**src/rtl/bf_program_loader.sv**
```systemverilog
// bf_program_loader
//   Loads a brainfuck program from the UART receiver into the code RAM while
//   holding the core in reset. It then releases the core and supervises it
//   until it finishes or the watchdog expires, and parks until a reload is
//   requested.
//
// Ports
//   clk         system clock, rising edge
//   reset       asynchronous, active-high reset
//   rx_valid    one-cycle strobe: rx_data holds a received byte
//   rx_data     received byte
//   load_rq     level: requests a new program load while parked in DONE
//   core_done   done flag from the core
//   code_we     code RAM write enable (single-cycle pulse per write)
//   code_addr   code RAM write address
//   code_wdata  code RAM write data
//   core_run    core reset input (active-low at the core): 0 holds it, 1 runs it
//   prog_len    number of instructions stored, not counting the terminator
//   overflow    program was truncated to fit the RAM
//   timeout     watchdog expired
//   state       LOAD=0, START=1, RUN=2, DONE=3
module bf_program_loader #(
    parameter int unsigned CODE_ADDR_WIDTH = 9,
    parameter logic [7:0]  END_CHAR        = 8'h00,
    parameter bit          FILTER          = 1'b1,
    parameter int unsigned TIMEOUT         = 0
) (
    input  logic                       clk,
    input  logic                       reset,
    input  logic                       rx_valid,
    input  logic [7:0]                 rx_data,
    input  logic                       load_rq,
    input  logic                       core_done,
    output logic                       code_we,
    output logic [CODE_ADDR_WIDTH-1:0] code_addr,
    output logic [7:0]                 code_wdata,
    output logic                       core_run,
    output logic [CODE_ADDR_WIDTH-1:0] prog_len,
    output logic                       overflow,
    output logic                       timeout,
    output logic [2:0]                 state
);

    typedef enum logic [2:0] {
        S_LOAD  = 3'd0,
        S_START = 3'd1,
        S_RUN   = 3'd2,
        S_DONE  = 3'd3
    } state_t;

    localparam logic [CODE_ADDR_WIDTH-1:0] ADDR_ONE = CODE_ADDR_WIDTH'(1);

    // Watchdog fires when the count of completed RUN cycles reaches TIMEOUT-1.
    // With TIMEOUT=0 the limit is unused; the ternary only keeps it well defined.
    localparam logic [31:0] WD_LIMIT = (TIMEOUT == 0) ? '1 : 32'(TIMEOUT - 1);

    state_t                     st;
    logic [CODE_ADDR_WIDTH-1:0] wr_ptr;
    logic [31:0]                wd_cnt;
    logic                       is_cmd;
    logic                       accept;

    // A byte is accepted if filtering is off, or it is one of the eight
    // brainfuck commands, or it is the terminator.
    always_comb begin
        is_cmd = 1'b0;
        case (rx_data)
            8'h2B, 8'h2D, 8'h3C, 8'h3E,
            8'h5B, 8'h5D, 8'h2E, 8'h2C: is_cmd = 1'b1;
            default:                    is_cmd = 1'b0;
        endcase
        accept = !FILTER || is_cmd || (rx_data == END_CHAR);
    end

    always_ff @(posedge clk or posedge reset) begin
        if (reset) begin
            st         <= S_LOAD;
            wr_ptr     <= '0;
            wd_cnt     <= '0;
            code_we    <= 1'b0;
            code_addr  <= '0;
            code_wdata <= '0;
            core_run   <= 1'b0;
            prog_len   <= '0;
            overflow   <= 1'b0;
            timeout    <= 1'b0;
        end else begin
            code_we <= 1'b0;
            case (st)
                S_LOAD: begin
                    core_run <= 1'b0;
                    if (rx_valid && accept) begin
                        code_we   <= 1'b1;
                        code_addr <= wr_ptr;
                        if (rx_data == END_CHAR) begin
                            code_wdata <= END_CHAR;
                            prog_len   <= wr_ptr;
                            st         <= S_START;
                        end else if (wr_ptr == '1) begin
                            // Last slot is reserved for the terminator: truncate here.
                            code_wdata <= END_CHAR;
                            overflow   <= 1'b1;
                            prog_len   <= wr_ptr;
                            st         <= S_START;
                        end else begin
                            code_wdata <= rx_data;
                            wr_ptr     <= wr_ptr + ADDR_ONE;
                        end
                    end
                end
                S_START: begin
                    // core_run was 0 during this cycle, guaranteeing one reset
                    // cycle after the final RAM write.
                    wd_cnt   <= '0;
                    core_run <= 1'b1;
                    st       <= S_RUN;
                end
                S_RUN: begin
                    if (wd_cnt != '1)
                        wd_cnt <= wd_cnt + 32'd1;
                    if (core_done) begin
                        st <= S_DONE;
                    end else if (TIMEOUT != 0 && wd_cnt >= WD_LIMIT) begin
                        timeout  <= 1'b1;
                        core_run <= 1'b0;
                        st       <= S_DONE;
                    end
                end
                S_DONE: begin
                    if (load_rq) begin
                        st       <= S_LOAD;
                        wr_ptr   <= '0;
                        overflow <= 1'b0;
                        timeout  <= 1'b0;
                        prog_len <= '0;
                        core_run <= 1'b0;
                    end
                end
                default: begin
                    st       <= S_LOAD;
                    core_run <= 1'b0;
                end
            endcase
        end
    end

    assign state = st;

endmodule

```
**config.mk**
```make
export PLATFORM = sky130hd
export DESIGN_NAME = bf_program_loader
export DESIGN_NICKNAME = d
export VERILOG_FILES = /design/src/rtl/bf_program_loader.sv
export SDC_FILE = /design/constraint.sdc
export NUM_CORES = 1
export LEC_CHECK = 0
export CAP_MARGIN = 20
export CORE_MARGIN = 2
export CORE_UTILIZATION = 40
export CTS_CLUSTER_DIAMETER = 50
export DETAILED_ROUTE_END_ITERATION = 10
export PLACE_DENSITY = 0.66
export RECOVER_POWER = 100
export SETUP_SLACK_MARGIN = 0.05
export SLEW_MARGIN = 25
export SYNTH_ARGS = -nofsm -noshare
export SYNTH_HDL_FRONTEND = slang
export SYNTH_SLANG_ARGS = --single-unit
```
**constraint.sdc**
```tcl
create_clock -name clk -period 2.8 [get_ports clk]
set_clock_uncertainty 0.05 [all_clocks]
set_input_delay 0.7 -clock clk [delete_from_list [all_inputs] [get_ports clk]]
set_output_delay 0.7 -clock clk [all_outputs]
set_load 0.005 [all_outputs]
```
Yosys cells after proc, flatten, opt, wreduce, memory -nomap -nowiden
Cells that the tools add are included.
- register bits after elaboration: 41
- word-level logic and storage cells: 67
- add/sub/neg operators: 1
- eq/ne operators: 19
- multiplexer cells: 26
- bitwise operators: 1
- reduce and logical (&&, ||, !) cells: 12
- operator list (kind ; number):
    two-way mux 9 bit ; 7
    == test 8 x 6 -> 1 bit (second input constant) ; 6
    case mux 9 bit (2 select lines) ; 2
    == test 8 x 7 -> 1 bit (second input constant) ; 2
    two-way mux 8 bit ; 2
    two-way mux 3 bit ; 5
    != test 2 bit (second input constant) ; 6
    case mux 3 bit (4 select lines) ; 1
    AND reduction 5 bit ; 2
    adder 9 x 1 -> 9 bit (second input constant) ; 1
    == test 9 bit (second input constant) ; 1
    zero test 8 bit ; 1
    AND reduction 4 bit ; 2
    OR reduction 8 bit ; 1
    two-way mux 1 bit ; 7
    == test 3 x 2 -> 1 bit (second input constant) ; 2
    AND reduction 2 bit ; 2
    == test 3 x 1 -> 1 bit (second input constant) ; 1
    zero test 3 bit ; 1
    != test 3 bit (second input constant) ; 1
    case mux 1 bit (3 select lines) ; 1
    case mux 1 bit (2 select lines) ; 1
    nonzero test 2 bit ; 1
    logical AND 1 bit ; 1
    other kinds (2) ; 2

Longest topological paths before layout
Gate-level depths: netlist of run 1.
- depth after elaboration: 7
- mapped depth: 12
- mapped depth without buffers: 11

Worst setup path before layout of run 1
No wires, ideal clock.
- kind: input to register
- from: input port rx_data[3]
- to: register prog_len[0]
- library setup time: 0.121 ns
- arrival: 2.435 ns
- required time: 2.629 ns
- setup slack: 0.194 ns
- cell stages on the path: 7
- buffers on the path: 1
- cells stage by stage: or4_4 -> o311a_4 -> nor2b_2 -> a21boi_2 -> or3_4 -> buf_6 -> a22o_1
- longest elaborated chain between the ends: 7
- elaborated cells between the ends (all ways): 19
- those cells by class: eq/ne: 10; mux: 4; reduce/logical: 5
- ends and longest elaborated chain (what ; RTL line ; RTL):
    start: declaration ; 31 ; input logic [7:0] rx_data,
    == test 8 x 6 -> 1 bit or == test 8 x 7 -> 1 bit (tied branches) ; 67 ; case (rx_data)
    OR reduction 8 bit ; 67 ;
    two-way mux 1 bit ; 67 ;
    logical OR 1 bit ; 72 ; accept = !FILTER || is_cmd || (rx_data == END_CHAR);
    logical AND 1 bit ; 92 ; if (rx_valid && accept) begin
    != test 2 bit (no source line) ; -- ;
    AND reduction 4 bit (no source line) ; -- ;
    end signal: assignment ; 97 ; prog_len <= wr_ptr;
    end signal: assignment ; 103 ; prog_len <= wr_ptr;
    end: declaration ; 38 ; output logic [CODE_ADDR_WIDTH-1:0] prog_len,
Parallel ways exist; a longest one is shown, timed or not. The select of a mux whose other input is x is not followed.
A chain may end at the register's enable or synchronous reset.

Final worst setup path of run 1
- from: input port rx_data[3]
- to: register code_addr[2]
- longest elaborated chain between the ends: 6
- elaborated cells between the ends (all ways): 14
- those cells by class: eq/ne: 8; mux: 1; reduce/logical: 5
- ends and longest elaborated chain (what ; RTL line ; RTL):
    == test 8 x 6 -> 1 bit or == test 8 x 7 -> 1 bit (tied branches) ; 67 ;
    OR reduction 8 bit ; 67 ;
    two-way mux 1 bit ; 67 ;
    logical OR 1 bit * ; 72 ;
    logical AND 1 bit * ; 92 ;
    AND reduction 2 bit (no source line) * ; -- ;
    end signal: assignment ; 94 ; code_addr <= wr_ptr;
    end: declaration ; 35 ; output logic [CODE_ADDR_WIDTH-1:0] code_addr,
Every way passes the cells marked *; elsewhere a longest branch is shown, timed or not.

==> results of run 1 <==
cell families after synthesis:
logic type	count (synthesis)
AOI/OAI and AO/OA	42
buffers and inverters	18
other	1
and+or+nand+nor	55
muxes	11
DFF	40
adders and majority gates	7
xor gates and xnor gates	2
final timing paths:
kind	startpoint	end	slack, ns	depth (start not counted)
min reg2reg	code_wdata[4]	code_wdata[4]	0.42	2
min in group asynchronous	reset	code_we	1.08	3
max in group asynchronous	reset	prog_len[1]	1.01	3
max reg2reg	wr_ptr[0]	wr_ptr[7]	0.22	11
max	rx_data[3]	code_addr[2]	0.1	8
min	code_wdata[4]	code_wdata[4]	0.42	2
state kept, by name (all words and copies together) (netlist names):
signal      cells
overflow        1
state           2
code_we         1
core_run        1
wr_ptr          9
prog_len        9
code_addr       9
code_wdata      8
power by group through the flow:
stage          Sequential, mW  Clock, mW  Combinational (mW)
6_report                0.777      0.480               0.779
5_1_grt                 0.794      0.517               0.875
4_1_cts                 0.781      0.494               0.815
3_5_place_dp            0.792          0               0.806
3_3_place_gp            0.786          0               0.793
2_1_floorplan           0.794          0               0.454
metal layers:
layer	up-vias	wire length, um	share of wire (%)	global-route usage [%]
met1	747	1940	47	22.4
met2	39	1950	47	26.5
met4	0	61	1.5	5.36
met5	-	0	0	0
li1	785	-	-	-
met3	6	213	5.1	4.88
layout make-up:
cell class | instances | area [um2]
inverter | 10 | 37.5
clock buffer | 5 | 68.8
fill | 434 | 1940
sequential | 40 | 1000
timing repair buffer | 72 | 646
multi-input combinational | 120 | 933
clock inverter | 3 | 46.3
tap | 67 | 83.8
worst max-delay path, delay by kind of cell:
family                 cells  cell delay, ns
AOI/OAI and AO/OA          1            0.23
buffers and inverters      3            0.78
muxes                      1            0.29
and+or+nand+nor            3            0.83
synthesized netlist by cell type (2+ instances only):
library cell  count  share of area [%]
xnor2_1           2               0.88
buf_4             2               0.76
o21ai_0           9                2.3
dfrtp_1          40                 50
or4_1             3                1.1
o2bb2ai_1         2               0.88
nor3_1            2               0.50
mux2_2            8                4.5
mux2i_1           3                1.5
nand2_1          22                4.2
nand3_1           2               0.50
a22o_1           10                4.4
nor4b_1           2               0.88
nand3_4           2                1.8
a211o_1           2               0.88
ha_1              7                4.4
nor4_1            2               0.63
or3_1             3               0.95
o21bai_1          2               0.76
nor2_1            7                1.3
o211ai_1          4                1.5
inv_1            10                1.9
nor2b_1           2               0.63
clkbuf_1          4               0.76
through the flow:
| stage | instance area [um2] | worst slack [ns] | util [%] |
|---|---|---|---|
| 2_1_floorplan | 1990 | 0.194 | - |
| 3_3_place_gp | 2670 | -0.356 | 56.2 |
| 3_5_place_dp | 2670 | -0.382 | 56.2 |
| 4_1_cts | 2810 | 0.0860 | 59.2 |
| 5_1_grt | 2820 | 0.0172 | 59.2 |
| 6_report | 2820 | 0.0955 | 59.2 |
what timing repair did:
action                                  CTS  global route
cloned                                    1             0
endpoints found under the setup margin   20            15
setup buffers                             2             0
pin swaps                                 2             2
resized for setup                         4             3
==> impl_metrics.yaml, run 1 <==
status:
  status: "finished, final reports clean"
final_layout:
  final_cell_mix: "40 x dfrtp_1, 32 x dlygate4sd3_1, 22 x nand2_1, 22 x buf_4"
  nets: 269
  mostFrequentLayoutCell: "dfrtp_1"
  antennaDiodeCount: 0
  drive_gt1_share_pct: 24.0
  fin_cells: 317
  syn_to_final_growth_pct: 41.9
placement:
  dp.cells: 306
  place.gp.congestion: 0.780
  dpl.hpwl_mm: 2.99
  port-buffer-count: 43
worst_setup_path:
  crit_type: "primary input to flip-flop"
  max_stage_delay_ns: 0.57
  cp-end-kind: "flip-flop"
  cp_max_fo: 6
  start_kind: "primary input"
  crit_chain: "clkdlybuf4s50_1, or4_4, nor3_4, a311o_2, clkbuf_1, nand3_4, clkbuf_2, mux2_2"
  cp.required_ns: 2.94
  worst_path_max_delay_cell: "or4_4"
  cp.arrival_ns: 2.84
pwr:
  seqPwrFrac_pct: 38.2
  combPwrFrac_pct: 38.3
  clkPwrFrac_pct: 23.6
  p_sw_mw: 0.679
  switching_share_pct: 33.4
  ir_worst_vdd_v: 0.000522
  p_total_mw: 2.04
  p_leak_nw: 1.40
  power_density_nw_per_um2: 723
  p_int_mw: 1.36
detailed_routing:
  drtIter0Drc: 115
  drc_errors: 0
  vias: 1577
  routed_wl_mm: 4.16
  routedWlPerCell_um: 13.1
  firstDrtPassIters: 4
  ant_nets: 0
  routed_via_density: 4.97
synthesis:
  synth_compound_area_share_pct: 17.5
  synth_area_um2: 1980
  synth_fa_ha_area_share_pct: 4.41
  synth_seq_area_share_pct: 50.4
  synth_cells: 176
  synth_edf_count: 0
  ys_seq_elements: 40
  yosys-mux-area-fraction_pct: 6.05
  synth_flop_cell: "dfrtp_1"
  synthSimpleGateAreaFrac_pct: 16.3
  yosys_warnings: 0
  synth_top_family_by_area: "compound AO/OA/AOI/OAI gates"
  async_reset_ff_share_pct: 100
  synth_cell_types: 48
  avgSynthCellArea_um2: 11.3
  synth-xor-area-share_pct: 0.883
global_route:
  grt_pass1_vias: 1516
  grt_max_degree: 41
  grt.overflow.total: 0
  grt_pass1_wl_mm: 7.03
  grt_antenna_before_repair: 0
  track_usage_pct: 16.8
floorplanning:
  initial_core_util_pct: 41.7
  fp.coreArea_um2: 4750
  rows: 25
  die_area_um2: 5540
  num_io_pins: 46
  die_w_um: 74.4
  die_height_um: 74.4
sta:
  rsz0062_at_grt: "true"
  tightest_slew_ns: 0.968
  slew_headroom_pct: 35.4
  hold_viol: 0
  period_needed_ns: 2.70
  fmaxAchievable_mhz: 370
  setup_viol: 0
  setup_tns_ns: 0
  fin_crit_sh_pct: 96.6
  drv_slew: 0
  timing.hold.ws_ns: 0.425
worst_hold_path:
  min_path_type: "flip-flop to flip-flop"
cts:
  clk_pin_slew_ns: 0.08
  htreeDepth: 2
  cts_num_sinks: 40
  cts_buffer_depth: 2
  clk_latency_ns: 0.30
  cts_buffers: 5
  cts_hold_buf: 0
  clockRootBuffer: "clkbuf_8"
  cts_tree: "done"
run:
  maxCapViolations: 0
No activity file was read; power rests on OpenSTA's default activity.
==> run 2: changes to the inputs <==
SKIP_LAST_GASP = 1   (was unset)
==> results of run 2 <==
The final DEF is identical to that of run 1; final timing and power are the same.
